<file path="config.mk">
export PLATFORM = sky130hd
export DESIGN_NAME = buck_hyst_current_ctrl
export DESIGN_NICKNAME = d
export VERILOG_FILES = /design/src/rtl/discharge_pkg.sv /design/src/rtl/buck_phase_fsm.sv /design/src/rtl/buck_hyst_current_ctrl.sv
export SDC_FILE = /design/constraint.sdc
export NUM_CORES = 1
export LEC_CHECK = 0
export CORE_ASPECT_RATIO = 1.5
export CORE_UTILIZATION = 50
export DETAILED_ROUTE_END_ITERATION = 7
export PLACE_DENSITY = 0.75
export SYNTH_ARGS = -nofsm -noshare
export SYNTH_HDL_FRONTEND = slang
export SYNTH_SLANG_ARGS = --single-unit
export TNS_END_PERCENT = 30
</file>
<file path="constraint.sdc">
create_clock -name clk -period 6.7 [get_ports clk]
set_input_delay 0.67 -clock clk [delete_from_list [all_inputs] [get_ports clk]]
set_output_delay 0.67 -clock clk [all_outputs]
set_load 0.01 [all_outputs]
</file>
<file path="src/rtl/discharge_pkg.sv">
// Shared types and widths for the buck discharge stage.
package discharge_pkg;

  localparam int I_W   = 16;
  localparam int CNT_W = 16;

  typedef enum logic [2:0] {
    PH_OFF   = 3'd0,
    PH_LO    = 3'd1,
    PH_DT_HI = 3'd2,
    PH_HI    = 3'd3,
    PH_DT_LO = 3'd4
  } phase_state_t;

endpackage

</file>
<file path="src/rtl/buck_phase_fsm.sv">
// One buck leg: hysteresis thresholds, dwell counter, phase FSM and registered gate decode.
module buck_phase_fsm
  import discharge_pkg::*;
#(
  parameter int unsigned DEAD_TIME = 8,
  parameter int unsigned MIN_ON    = 20,
  parameter int unsigned MIN_OFF   = 20
) (
  input  logic           clk,
  input  logic           rst_n,
  input  logic           stop,
  input  logic           allow_on,
  input  logic [I_W-1:0] target,
  input  logic [I_W-1:0] i_meas,
  input  logic [I_W-1:0] hyst,
  input  logic [I_W-1:0] i_limit,
  output logic           gate_hi,
  output logic           gate_lo,
  output logic           ocp,
  output logic           want_on,
  output logic [2:0]     state_dbg
);

  localparam logic [CNT_W-1:0] DT_LAST   = CNT_W'(DEAD_TIME - 1);
  localparam logic [CNT_W-1:0] MIN_ON_C  = CNT_W'(MIN_ON);
  localparam logic [CNT_W-1:0] MIN_OFF_C = CNT_W'(MIN_OFF);

  phase_state_t     state, state_n;
  logic [CNT_W-1:0] cnt;
  logic [I_W-1:0]   half_h, upper, lower;
  logic [I_W:0]     upper_sum, lower_diff;

  // Thresholds in 17 bits so the carry/borrow selects saturation.
  assign half_h     = hyst >> 1;
  assign upper_sum  = {1'b0, target} + {1'b0, half_h};
  assign lower_diff = {1'b0, target} - {1'b0, half_h};
  assign upper      = upper_sum[I_W]  ? '1 : upper_sum[I_W-1:0];
  assign lower      = lower_diff[I_W] ? '0 : lower_diff[I_W-1:0];

  assign ocp       = (i_meas >= i_limit);
  assign want_on   = (state == PH_LO) && (cnt >= MIN_OFF_C) &&
                     (target != '0) && (i_meas < lower);
  assign state_dbg = state;

  always_comb begin
    state_n = state;
    if (stop) begin
      state_n = PH_OFF;
    end else begin
      case (state)
        PH_OFF:   state_n = PH_LO;
        PH_LO:    if (want_on && allow_on) state_n = PH_DT_HI;
        PH_DT_HI: if (cnt >= DT_LAST) state_n = PH_HI;
        PH_HI:    if ((cnt >= MIN_ON_C) && (i_meas >= upper)) state_n = PH_DT_LO;
        PH_DT_LO: if (cnt >= DT_LAST) state_n = PH_LO;
        default:  state_n = PH_OFF;
      endcase
    end
  end

  always_ff @(posedge clk or negedge rst_n) begin
    if (!rst_n) begin
      state   <= PH_OFF;
      cnt     <= '0;
      gate_hi <= 1'b0;
      gate_lo <= 1'b0;
    end else begin
      state   <= state_n;
      gate_hi <= (state_n == PH_HI);
      gate_lo <= (state_n == PH_LO);
      // Coming out of OFF the minimum off-time counts as already served.
      if (state_n != state)
        cnt <= ((state == PH_OFF) && (state_n == PH_LO)) ? MIN_OFF_C : '0;
      else if (cnt != '1)
        cnt <= cnt + 1'b1;
    end
  end

endmodule

</file>
<file path="src/rtl/buck_hyst_current_ctrl.sv">
// Two-phase interleaved hysteretic current regulator: target split, fault latch, turn-on arbitration.
module buck_hyst_current_ctrl
  import discharge_pkg::*;
#(
  parameter int unsigned DEAD_TIME = 8,
  parameter int unsigned MIN_ON    = 20,
  parameter int unsigned MIN_OFF   = 20
) (
  input  logic        clk,
  input  logic        rst_n,
  input  logic        enable,
  input  logic [15:0] i_set,
  input  logic [15:0] i_meas_a,
  input  logic [15:0] i_meas_b,
  input  logic [15:0] hyst,
  input  logic [15:0] i_limit,
  output logic        gate_hi_a,
  output logic        gate_lo_a,
  output logic        gate_hi_b,
  output logic        gate_lo_b,
  output logic        fault,
  output logic        busy
);

  localparam logic PRIO_A = 1'b1;

  logic [I_W-1:0] target;
  logic           ocp_a, ocp_b, want_on_a, want_on_b;
  logic           allow_on_a, allow_on_b, stop;
  logic [2:0]     st_a, st_b;

  assign target = i_set >> 1;
  // An overcurrent seen this cycle shuts both legs at the same edge that latches fault.
  assign stop   = !enable || fault || ocp_a || ocp_b;

  // Fixed-priority interleave: the lower-priority leg holds in LO while the other is turning on.
  assign allow_on_a = PRIO_A || ((st_b != PH_DT_HI) && !want_on_b);
  assign allow_on_b = !PRIO_A || ((st_a != PH_DT_HI) && !want_on_a);

  assign busy = (st_a != PH_OFF) || (st_b != PH_OFF);

  always_ff @(posedge clk or negedge rst_n) begin
    if (!rst_n)
      fault <= 1'b0;
    else if (!enable)
      fault <= 1'b0;
    else if (ocp_a || ocp_b)
      fault <= 1'b1;
  end

  buck_phase_fsm #(
    .DEAD_TIME (DEAD_TIME),
    .MIN_ON    (MIN_ON),
    .MIN_OFF   (MIN_OFF)
  ) u_phase_a (
    .clk       (clk),
    .rst_n     (rst_n),
    .stop      (stop),
    .allow_on  (allow_on_a),
    .target    (target),
    .i_meas    (i_meas_a),
    .hyst      (hyst),
    .i_limit   (i_limit),
    .gate_hi   (gate_hi_a),
    .gate_lo   (gate_lo_a),
    .ocp       (ocp_a),
    .want_on   (want_on_a),
    .state_dbg (st_a)
  );

  buck_phase_fsm #(
    .DEAD_TIME (DEAD_TIME),
    .MIN_ON    (MIN_ON),
    .MIN_OFF   (MIN_OFF)
  ) u_phase_b (
    .clk       (clk),
    .rst_n     (rst_n),
    .stop      (stop),
    .allow_on  (allow_on_b),
    .target    (target),
    .i_meas    (i_meas_b),
    .hyst      (hyst),
    .i_limit   (i_limit),
    .gate_hi   (gate_hi_b),
    .gate_lo   (gate_lo_b),
    .ocp       (ocp_b),
    .want_on   (want_on_b),
    .state_dbg (st_b)
  );

endmodule

</file>
# [Word level (Yosys, flattened, before mapping)]
# Index checks and enable logic that the tools add are counted.
# Widths: inputs -> output; s select.
[word_totals] ff_bits=43 input_bits=83 output_inout_bits=6 elab_cells=89
[classes] add_sub_neg=4 n_lt_le_gt_ge=10 n_eq_ne=18 n_mux=22 reduce_logical=26
[ops] operator="$mux 16" count=6
[ops] operator="$ge 16x16->1" count=4
[ops] operator="$add 16x1->16 const B" count=2
[ops] operator="$ge 16x3->1 const B" count=2
[ops] operator="$ge 16x5->1 const B" count=2
[ops] operator="$lt 16x16->1" count=2
[ops] operator="$ne 16x16->1 const B" count=2
[ops] operator="$mux 3" count=10
[ops] operator="$pmux 3 s5" count=2
[ops] operator="$eq 3x2->1 const B" count=6
[ops] operator="$add 15x15->16" count=1
[ops] operator="$reduce_bool 16->1" count=1
[ops] operator="$sub 15x15->16" count=1
[ops] operator="$eq 3x1->1 const B" count=4
[ops] operator="$logic_and 1x1->1" count=12
[ops] operator="$mux 5" count=2
[ops] operator="$eq 3x3->1 const B" count=2
[ops] operator="$logic_not 3->1" count=2
[ops] operator="$ne 3x3->1" count=2
[ops] operator="$reduce_bool 3->1" count=2
[ops] operator="$logic_or 1x1->1" count=5
[ops] operator="$reduce_bool 2->1" count=2
[ops] operator="$ne 3x2->1 const B" count=1
[ops] operator="$logic_not 1->1" count=2
[ops] operator="2 further kinds" count=3

# [Depth between registers and ports, before layout]
# Gate-level depths: netlist of the first run.
[logic_depth] depth_word=14 mapped_depth=23 mapped_depth_nobuf=22

# [Modules after synthesis]
# From an unflattened synthesis of the first run, not the netlist that was laid out.
[unflattened] cells_unflattened=1030 area_unflattened_um2=8069.0
[modules_own_cells] mod="buck_phase_fsm at u_phase_a" instances=1 cells_per_inst=514 area_each_um2=4007.6 seq_area_each_um2=525.5
[modules_own_cells] mod="buck_phase_fsm at u_phase_b" instances=1 cells_per_inst=506 area_each_um2=3995.1 seq_area_each_um2=525.5
[modules_own_cells] mod="buck_hyst_current_ctrl" instances=1 cells_per_inst=10 area_each_um2=66.3 seq_area_each_um2=25.0

# [Least setup slack after synthesis of the first run]
# No wires, ideal clock.
[synth_timing] kind="input port to flip-flop" from="input hyst[6]" to="register u_phase_b.cnt[6]" arrival_ns=4.891 slack_ns=1.726 path_stages=21 path_cell_list="inv_1 -> ha_1 -> clkbuf_1 -> o21a_1 -> o211ai_1 -> a31oi_1 -> a211oi_1 -> o21ai_0 -> clkbuf_1 -> nand2_1 -> ha_1 -> a21oi_1 -> nor2b_1 -> or4b_1 -> or4_4 -> nand3b_4 -> o22ai_4 -> or3_4 -> a2bb2oi_4 -> buf_6 -> nor3_4"
[synth_between] elab_chain_len=12
[synth_lines] element="start: declaration" line="buck_hyst_current_ctrl.sv:15" text="input logic [15:0] hyst,"
[synth_lines] element="$sub 15x15->16" line="buck_phase_fsm.sv:36" text="assign lower_diff = {1'b0, target} - {1'b0, half_h};"
[synth_lines] element="$mux 16" line="buck_phase_fsm.sv:38" text="assign lower = lower_diff[I_W] ? '0 : lower_diff[I_W-1:0];"
[synth_lines] element="$lt 16x16->1" line="buck_phase_fsm.sv:42" text="(target != '0) && (i_meas < lower);"
[synth_lines] element="$logic_and 1x1->1" line="buck_phase_fsm.sv:42"
[synth_lines] element="$logic_not 1->1" line="buck_hyst_current_ctrl.sv:38" text="assign allow_on_b = !PRIO_A || ((st_a != PH_DT_HI) && !want_on_a);"
[synth_lines] element="$logic_and 1x1->1" line="buck_hyst_current_ctrl.sv:38"
[synth_lines] element="$logic_and 1x1->1" line="buck_phase_fsm.sv:52" text="PH_LO: if (want_on && allow_on) state_n = PH_DT_HI;"
[synth_lines] element="$mux 3" line="buck_phase_fsm.sv:52"
[synth_lines] element="$pmux 3 s5 (*)" line="buck_phase_fsm.sv:50" text="case (state)"
[synth_lines] element="$mux 3 (*)" line="buck_phase_fsm.sv:47" text="if (stop) begin"
[synth_lines] element="$ne 3x3->1 (*)" line="buck_phase_fsm.sv:72" text="if (state_n != state)"
[synth_lines] element="$mux 16 or $reduce_bool 2->1 (tied branches)"
[synth_lines] element="end signal: assignment" line="buck_phase_fsm.sv:73" text="cnt <= ((state == PH_OFF) && (state_n == PH_LO)) ? MIN_OFF_C : '0;"
[synth_lines] element="end signal: assignment" line="buck_phase_fsm.sv:75" text="cnt <= cnt + 1'b1;"
[synth_lines] element="end: declaration" line="buck_phase_fsm.sv:29" text="logic [CNT_W-1:0] cnt;"
# Mark *: on every way between the ends. The rest lies on a longest branch, timed or not.
# A chain may end at the register's enable or synchronous reset.

# [Worst setup path after layout of the first run]
[layout_timing] from="input hyst[1]" to="register u_phase_a.cnt[4]"
[layout_between] elab_chain_len=11
[layout_lines] element="$add 15x15->16 or $sub 15x15->16 (tied branches)" line="buck_phase_fsm.sv:35, buck_phase_fsm.sv:36"
[layout_lines] element="$mux 16 (on tied branches)" line="buck_phase_fsm.sv:37, buck_phase_fsm.sv:38"
[layout_lines] element="$ge 16x16->1 or $lt 16x16->1 (tied branches)" line="buck_phase_fsm.sv:54, buck_phase_fsm.sv:42"
[layout_lines] element="$logic_and 1x1->1 (on tied branches)" line="buck_phase_fsm.sv:54, buck_phase_fsm.sv:42"
[layout_lines] element="$mux 3 (on tied branches)" line="buck_phase_fsm.sv:54, buck_phase_fsm.sv:52"
[layout_lines] element="$pmux 3 s5 (*)" line="buck_phase_fsm.sv:50"
[layout_lines] element="$mux 3 (*)" line="buck_phase_fsm.sv:47"
[layout_lines] element="$eq 3x1->1" line="buck_phase_fsm.sv:73"
[layout_lines] element="$logic_and 1x1->1" line="buck_phase_fsm.sv:73"
[layout_lines] element="$mux 5" line="buck_phase_fsm.sv:73"
[layout_lines] element="$mux 16" line="buck_phase_fsm.sv:72"
[layout_lines] element="end signal: assignment" line="buck_phase_fsm.sv:73"
[layout_lines] element="end signal: assignment" line="buck_phase_fsm.sv:75"
[layout_lines] element="end: declaration" line="buck_phase_fsm.sv:29"
# Marked as above.

==> metrics.txt, run 1 <==
# TYPE chip_impl_metric gauge
chip_impl_info{name="status",value="finished clean"} 1
chip_impl_metric{name="clock_skew",unit="ns"} 0.00421
chip_impl_info{name="timing.rr.start",value="u_phase_a.state_dbg[1]$_DFF_PN0_"} 1
chip_impl_info{name="mostFrequentLayoutCells",value="127 x sky130_fd_sc_hd__ha_1, 85 x sky130_fd_sc_hd__clkdlybuf4s50_1, 56 x sky130_fd_sc_hd__inv_1"} 1
chip_impl_metric{name="worst-endpoint-required",unit="ns"} 6.88
chip_impl_metric{name="worst-path-max-fanout",unit=""} 16
chip_impl_metric{name="final_nets",unit=""} 994
chip_impl_metric{name="avgSynthCellArea",unit="µm²"} 8.40
chip_impl_info{name="post_synth_main_area_contributors",value="sky130_fd_sc_hd__ha_1 27%, sky130_fd_sc_hd__dfrtp_1 18%, sky130_fd_sc_hd__xnor2_1 4.3%"} 1
chip_impl_metric{name="ctsHoldBuffers",unit=""} 0
chip_impl_info{name="crit_type",value="in2reg"} 1
chip_impl_metric{name="final-setup-viol-count",unit=""} 0
chip_impl_info{name="cp-start-kind",value="input pin"} 1
chip_impl_metric{name="arrival",unit="ns"} 6.16
chip_impl_metric{name="area_growth_syn_to_layout",unit="%"} 19.0
chip_impl_info{name="yosys.area.top_type",value="sky130_fd_sc_hd__ha_1"} 1
chip_impl_metric{name="synth_largest_type_area_fraction",unit="%"} 26.8
chip_impl_metric{name="gr_util_all_layers",unit="%"} 25.5
chip_impl_info{name="critical-path-slowest-cell",value="sky130_fd_sc_hd__clkdlybuf4s50_1"} 1
chip_impl_metric{name="drt-pass1-iter-count",unit=""} 5
chip_impl_metric{name="tns",unit="ns"} 0
chip_impl_metric{name="die-width",unit="µm"} 91.0
chip_impl_metric{name="cts_resized",unit=""} 0
chip_impl_metric{name="clkSlewWorstSetupHoldPaths",unit="ns"} 0.06
chip_impl_metric{name="cap_violations",unit=""} 0
chip_impl_metric{name="die_h",unit="µm"} 135
chip_impl_metric{name="initial_drc_count",unit=""} 238
chip_impl_info{name="ctsRootBufferMaster",value="sky130_fd_sc_hd__clkbuf_16"} 1
chip_impl_metric{name="synth-warning-count",unit=""} 0
chip_impl_metric{name="synth_enable_flop_cells",unit=""} 0
chip_impl_metric{name="route.detailed.wl_per_inst",unit="µm"} 16.3
chip_impl_info{name="timing.critical_path.to_type",value="flip-flop"} 1
chip_impl_metric{name="antennaDiodeCount",unit=""} 0
chip_impl_metric{name="port_buffers",unit=""} 86
chip_impl_metric{name="worst-r2r-setup-slack",unit="ns"} 3.47
chip_impl_metric{name="finished_cell_area",unit="µm²"} 7070
chip_impl_metric{name="vias",unit=""} 5521
chip_impl_metric{name="rr_worst_depth",unit=""} 9
chip_impl_metric{name="mappedNetlistArea",unit="µm²"} 5940
chip_impl_metric{name="static-leakage-power",unit="µW"} 0.00332
chip_impl_metric{name="rows",unit=""} 48
chip_impl_metric{name="maximum_level_of_the_cts_h_tree",unit=""} 2
chip_impl_metric{name="placement.cell_area",unit="µm²"} 6910
chip_impl_metric{name="dieArea",unit="µm²"} 12300
chip_impl_info{name="rsz_0062_raised_after_global_routing",value="no"} 1
chip_impl_metric{name="critical_path.max_stage_delay",unit="ns"} 0.52
chip_impl_metric{name="pwr_density_cell",unit="nW/µm²"} 165
chip_impl_info{name="synth_flop_cell",value="sky130_fd_sc_hd__dfrtp_1"} 1
chip_impl_metric{name="synth_sequential_area_ratio",unit="%"} 18.1
chip_impl_info{name="cts_tree",value="built"} 1
chip_impl_metric{name="maxSlewViolCount",unit=""} 0
chip_impl_info{name="critical_path.reg2reg.endpoint",value="u_phase_a.cnt[4]$_DFFE_PN0P_"} 1
chip_impl_metric{name="fmax",unit="GHz"} 0.167
chip_impl_metric{name="postSynthCellCount",unit=""} 707
chip_impl_metric{name="post-dp-hpwl",unit="µm"} 12900
chip_impl_metric{name="min_period_over_period",unit="%"} 89.1
chip_impl_metric{name="postSynth.asyncResetShare",unit="%"} 100
chip_impl_metric{name="vias_per_cell",unit=""} 5.92
chip_impl_metric{name="grt_pass1_wl",unit="µm"} 25500
chip_impl_metric{name="pin_count_of_the_biggest_net_entering_global_routing",unit=""} 44
chip_impl_info{name="holdCritPathClass",value="in2async"} 1
chip_impl_metric{name="route.detailed.drc",unit=""} 0
chip_impl_metric{name="floorplan.core_area",unit="µm²"} 11500
chip_impl_metric{name="timing.hold.ws",unit="ns"} 0.524
chip_impl_metric{name="stdcell_count",unit=""} 933
chip_impl_metric{name="post_cts_buffers",unit=""} 0
chip_impl_metric{name="final_hold_viols",unit=""} 0
chip_impl_metric{name="grt_antenna_before_repair",unit=""} 0
chip_impl_metric{name="min_period",unit="ns"} 5.97
chip_impl_metric{name="syn_nets",unit=""} 919
chip_impl_metric{name="first_global_vias",unit=""} 5678
chip_impl_metric{name="grt.overflow.total",unit=""} 0
chip_impl_metric{name="synth_cell_types",unit=""} 65
chip_impl_metric{name="final_antenna_net_count",unit=""} 0
chip_impl_metric{name="dp.cells",unit=""} 925
chip_impl_metric{name="clk-insertion-delay-late",unit="ns"} 0.28
chip_impl_metric{name="clkSinkCount",unit=""} 43
chip_impl_metric{name="vdd_ir_drop_max",unit="µV"} 85.4
chip_impl_metric{name="numCtsBuffers",unit=""} 5
chip_impl_metric{name="max_slew_margin",unit="%"} 37.1
chip_impl_metric{name="globalplace.congestion",unit=""} 0.942
chip_impl_metric{name="post_route_cells_drive_above_1_share",unit="%"} 4.21
chip_impl_info{name="cp_cell_sequence",value="clkdlybuf4s50_1, ha_1, inv_1, fa_1, o21bai_1, a21oi_1, o21bai_1, a221oi_1, o41ai_1, nor2_1, xnor2_1, ha_1, a211oi_1, nand2_1, a41o_1, a221oi_1, nor3b_1, o31ai_1, nand3_1, o21ai_0"} 1
chip_impl_metric{name="cts_max_path_buffers",unit=""} 2
chip_impl_metric{name="slew_worst_pin",unit="ns"} 0.919
chip_impl_metric{name="ys_ff_latch",unit=""} 43
chip_impl_metric{name="boundaryPins",unit=""} 89
chip_impl_metric{name="wl",unit="µm"} 15200
chip_impl_metric{name="starting_density_of_the_core",unit="%"} 51.5
chip_impl_info{name="final_common_cell",value="sky130_fd_sc_hd__ha_1"} 1
-- worst max path at each step --
stage	cells past startpoint	end	from	slack, ns
final	20	u_phase_a.cnt[4]$_DFFE_PN0P_	hyst[1]	0.73
after global routing	23	u_phase_b.cnt[4]$_DFFE_PN0P_	hyst[1]	0.23
after floorplan	21	u_phase_b.cnt[6]$_DFFE_PN0P_	hyst[6]	1.73
after CTS	22	u_phase_b.cnt[2]$_DFFE_PN0P_	hyst[2]	0.70
after detailed placement	22	u_phase_b.cnt[2]$_DFFE_PN0P_	hyst[2]	0.41
after global placement	22	u_phase_b.cnt[4]$_DFFE_PN0P_	hyst[3]	0.64
-- metal layers --
layer	vias to the layer above	track usage, %	part of all wire (%)
met1	2597	26.4	39
met5	-	0	0
met3	50	1.74	2.7
met2	137	51.0	54
met4	0	12.6	4.4
li1	2737	-	-
-- through the flow --
| stage | setup WS [ns] | util (%) | total power, µW |
|---|---|---|---|
| after floorplan | 1.73 | - | 724 |
| after global placement | 0.641 | 59.9 | 880 |
| after detailed placement | 0.411 | 59.9 | 914 |
| after CTS | 0.702 | 61.3 | 1170 |
| after global routing | 0.231 | 61.3 | 1260 |
| final | 0.729 | 61.3 | 1170 |
-- state kept, by name (all words and copies together), names as in the netlist --
signal / cells
fault: 1
u_phase_a.state_dbg: 3
u_phase_a.cnt: 16
u_phase_a.gate_lo: 1
u_phase_b.gate_lo: 1
u_phase_b.cnt: 16
u_phase_b.gate_hi: 1
u_phase_b.state_dbg: 3
u_phase_a.gate_hi: 1
-- critical path, delay by kind of cell --
| family | cells | cell delay [ns] |
|---|---|---|
| compound gates | 10 | 2.94 |
| fa+ha+maj | 3 | 0.90 |
| simple gates | 4 | 0.82 |
| buf+inv | 2 | 0.58 |
| xor+xnor | 1 | 0.24 |
-- cell usage after synthesis (all sizes together) (4+ instances only) --
cell type	n
nand3	33
o21a	10
mux2i	4
nand2b	7
nor3	26
nor2b	14
o21bai	7
clkbuf	16
a2111oi	4
nor4	11
and4	6
and2	6
nor2	56
a31oi	9
o21ai	19
a221oi	4
nand2	41
and3	8
buf	5
inv	56
ha	127
dfrtp	43
a21oi	45
a211oi	13
xor2	19
a21o	22
nand4	16
nor3b	4
xnor2	29
-- cells by family after synthesis --
| group | Yosys count | share of synthesized area [%] |
|---|---|---|
| xor gates and xnor gates | 48 | 7.08 |
| buffers and inverters | 77 | 5.20 |
| and+or+nand+nor | 240 | 22.1 |
| muxes | 4 | 0.674 |
| adders and majority gates | 130 | 27.6 |
| AOI/OAI and AO/OA | 165 | 19.2 |
| DFF | 43 | 18.1 |
-- area by class of cell --
class                      instances  area, µm²
tap                              150        188
inverter                          56        210
fill                            1007       4460
timing repair buffer              89        878
multi-input combinational        587       4550
clock buffer                       7        153
sequential                        43       1080
clock inverter                     1       7.51
-- power breakdown --
part           switching (µW)  leakage, µW  internal, µW  total (µW)
Sequential               39.1     0.000583           291         330
Clock                    99.5    0.0000761           158         258
Combinational             316      0.00266           265         581
Power figures use the tool's default switching activity.
==> run 2, diff against run 1 <==
- HOLD_SLACK_MARGIN: default -> 0.08
==> results of run 2 <==
Same layout as run 1: the final DEF is identical, and so are final timing and power.
==> run 3, diff against run 2 <==
- CORE_UTILIZATION: 50 -> 40
- GPL_TIMING_DRIVEN: default -> 0
- PLACE_DENSITY: 0.75 -> 0.62
- SLEW_MARGIN: default -> 20
==> metrics.txt, run 3 (same netlist as run 1, synthesis figures left out) <==
# TYPE chip_impl_metric gauge
chip_impl_metric{name="cts_max_path_buffers",unit=""} 2
chip_impl_metric{name="vdd_ir_drop_max",unit="µV"} 140
chip_impl_info{name="rsz_0062_raised_after_global_routing",value="no"} 1
chip_impl_metric{name="tns",unit="ns"} 0
chip_impl_metric{name="clkSinkCount",unit=""} 43
chip_impl_metric{name="die-width",unit="µm"} 101
chip_impl_metric{name="worst-path-max-fanout",unit=""} 10
chip_impl_metric{name="final_hold_viols",unit=""} 0
chip_impl_metric{name="die_h",unit="µm"} 151
chip_impl_metric{name="initial_drc_count",unit=""} 137
chip_impl_metric{name="starting_density_of_the_core",unit="%"} 40.9
chip_impl_metric{name="max_slew_margin",unit="%"} 42.2
chip_impl_info{name="cp_cell_sequence",value="clkdlybuf4s50_1, inv_1, ha_1, inv_1, a21oi_1, o21bai_1, a21o_1, a221o_1, a31oi_1, a211oi_1, a221o_1, a221oi_1, ha_1, nand4_1, a21oi_1, a2111oi_1, o41ai_1, and3_1, o31a_1, clkbuf_1, nor3_2"} 1
chip_impl_info{name="cp-start-kind",value="input pin"} 1
chip_impl_metric{name="maxSlewViolCount",unit=""} 0
chip_impl_metric{name="arrival",unit="ns"} 6.62
chip_impl_metric{name="grtUsageMet2",unit="%"} 44.1
chip_impl_metric{name="grt.overflow.total",unit=""} 0
chip_impl_metric{name="drt-pass1-iter-count",unit=""} 4
chip_impl_info{name="status",value="finished clean"} 1
chip_impl_metric{name="clk-insertion-delay-late",unit="ns"} 0.28
chip_impl_info{name="cts_tree",value="built"} 1
chip_impl_metric{name="static-leakage-power",unit="µW"} 0.00335
chip_impl_metric{name="post_route_cells_drive_above_1_share",unit="%"} 4.24
chip_impl_info{name="holdCritPathClass",value="in2async"} 1
chip_impl_metric{name="cts_resized",unit=""} 0
chip_impl_metric{name="post_cts_buffers",unit=""} 0
chip_impl_metric{name="timing.hold.ws",unit="ns"} 0.285
chip_impl_metric{name="post-dp-hpwl",unit="µm"} 13800
chip_impl_metric{name="min_period_over_period",unit="%"} 95.9
chip_impl_info{name="globalRoute.busiestLayer",value="met2"} 1
chip_impl_metric{name="min_period",unit="ns"} 6.42
chip_impl_metric{name="pin_count_of_the_biggest_net_entering_global_routing",unit=""} 31
chip_impl_info{name="crit_type",value="in2reg"} 1
chip_impl_metric{name="rows",unit=""} 54
chip_impl_metric{name="floorplan.core_area",unit="µm²"} 14500
chip_impl_metric{name="clock_skew",unit="ns"} 0.00387
chip_impl_metric{name="worst-endpoint-required",unit="ns"} 6.90
chip_impl_metric{name="maximum_level_of_the_cts_h_tree",unit=""} 2
chip_impl_info{name="critical_path.reg2reg.endpoint",value="u_phase_a.cnt[8]$_DFFE_PN0P_"} 1
chip_impl_metric{name="boundaryPins",unit=""} 89
chip_impl_metric{name="gr_util_all_layers",unit="%"} 21.3
chip_impl_metric{name="antennaDiodeCount",unit=""} 0
chip_impl_info{name="timing.rr.start",value="u_phase_a.state_dbg[1]$_DFF_PN0_"} 1
chip_impl_metric{name="cap_violations",unit=""} 0
chip_impl_info{name="timing.critical_path.to_type",value="flip-flop"} 1
chip_impl_metric{name="ff_latch_area",unit="µm²"} 1080
chip_impl_metric{name="grt_util_met1",unit="%"} 21.1
chip_impl_info{name="final_common_cell",value="sky130_fd_sc_hd__ha_1"} 1
chip_impl_metric{name="numCtsBuffers",unit=""} 5
chip_impl_metric{name="pwr_density_cell",unit="nW/µm²"} 161
chip_impl_metric{name="rr_worst_depth",unit=""} 11
chip_impl_metric{name="wl",unit="µm"} 15900
chip_impl_metric{name="ctsHoldBuffers",unit=""} 0
chip_impl_metric{name="fillers",unit=""} 1433
chip_impl_metric{name="dieArea",unit="µm²"} 15400
chip_impl_metric{name="grt_antenna_before_repair",unit=""} 0
chip_impl_metric{name="worst-r2r-setup-slack",unit="ns"} 3.71
chip_impl_metric{name="route.detailed.wl_per_inst",unit="µm"} 16.0
chip_impl_metric{name="vias",unit=""} 5550
chip_impl_metric{name="area_growth_syn_to_layout",unit="%"} 21.3
chip_impl_metric{name="grt_pass1_wl",unit="µm"} 25800
chip_impl_metric{name="slew_worst_pin",unit="ns"} 0.845
chip_impl_metric{name="first_global_vias",unit=""} 5664
chip_impl_metric{name="multiInputGateArea",unit="µm²"} 4560
chip_impl_info{name="ctsRootBufferMaster",value="sky130_fd_sc_hd__clkbuf_16"} 1
chip_impl_metric{name="route.detailed.drc",unit=""} 0
chip_impl_metric{name="port_buffers",unit=""} 86
chip_impl_metric{name="critical_path.max_stage_delay",unit="ns"} 0.70
chip_impl_metric{name="final-setup-viol-count",unit=""} 0
chip_impl_info{name="mostFrequentLayoutCells",value="127 x sky130_fd_sc_hd__ha_1, 85 x sky130_fd_sc_hd__clkdlybuf4s50_1, 56 x sky130_fd_sc_hd__inv_1"} 1
chip_impl_metric{name="clkSlewWorstSetupHoldPaths",unit="ns"} 0.06
chip_impl_info{name="registers_with_the_most_flip_flops",value="u_phase_a.cnt (16), u_phase_b.cnt (16)"} 1
chip_impl_metric{name="vias_per_cell",unit=""} 5.57
chip_impl_info{name="critical-path-slowest-cell",value="sky130_fd_sc_hd__a2111oi_1"} 1
chip_impl_metric{name="final_nets",unit=""} 1013
chip_impl_metric{name="met3_usage",unit="%"} 1.25
chip_impl_metric{name="fmax",unit="GHz"} 0.156
chip_impl_metric{name="globalplace.congestion",unit=""} 0.959
chip_impl_metric{name="final_antenna_net_count",unit=""} 0
==> run 3: routing by layer <==
metal  vias to the layer above  wire length, µm
li1                       2773                -
met1                      2624             6010
met2                       116             9000
met3                        37              368
met4                         0              542
met5                         -                0
==> run 3: worst max-delay path: cells and delay by family <==
family                   cells  cell delay, ns
AND/OR/NAND/NOR              3            0.72
buffers and inverters        4            1.04
adder cells (fa/ha/maj)      2            0.63
AO/OA/AOI/OAI               12            3.54
==> run 3: report_power, final <==
| group | internal, µW | switching, µW | leakage, µW |
|---|---|---|---|
| Sequential | 291 | 33.1 | 0.000583 |
| Combinational | 267 | 324 | 0.00270 |
| Clock | 145 | 96.6 | 0.0000727 |
==> run 3: layout make-up <==
type                       count  share of cell area, %
clock buffer                   6                   1.93
buffer                        21                   1.37
tap                          196                   3.40
inverter                      56                   2.92
timing repair buffer          87                   12.2
multi-input combinational    587                   63.2
clock inverter                 1                 0.0695
sequential                    43                   14.9
==> run 3: per-stage QoR <==
| stage | power (µW) | setup WS (ns) | utilization [%] | cells | instance area [µm²] |
|---|---|---|---|---|---|
| after floorplan | 724 | 1.73 | - | 707 | 5940 |
| after global placement | 894 | -0.0313 | 48.5 | 989 | 7050 |
| after detailed placement | 919 | -0.191 | 48.6 | 990 | 7060 |
| after CTS | 1160 | 0.110 | 49.6 | 997 | 7200 |
| after global routing | 1250 | 0.110 | 49.6 | 997 | 7210 |
| final | 1160 | 0.277 | 49.6 | 997 | 7210 |
==> run 3: worst max-delay path by stage <==
stage                     cells past startpoint                      endpoint  startpoint  slack [ns]
after floorplan                              21  u_phase_b.cnt[6]$_DFFE_PN0P_     hyst[6]        1.73
after global placement                       21  u_phase_b.cnt[3]$_DFFE_PN0P_     hyst[2]       -0.03
after detailed placement                     21  u_phase_b.cnt[5]$_DFFE_PN0P_     hyst[2]       -0.19
after CTS                                    21  u_phase_b.cnt[3]$_DFFE_PN0P_     hyst[2]        0.11
after global routing                         22  u_phase_b.cnt[3]$_DFFE_PN0P_    i_set[1]        0.11
final                                        21  u_phase_b.cnt[3]$_DFFE_PN0P_     hyst[2]        0.28
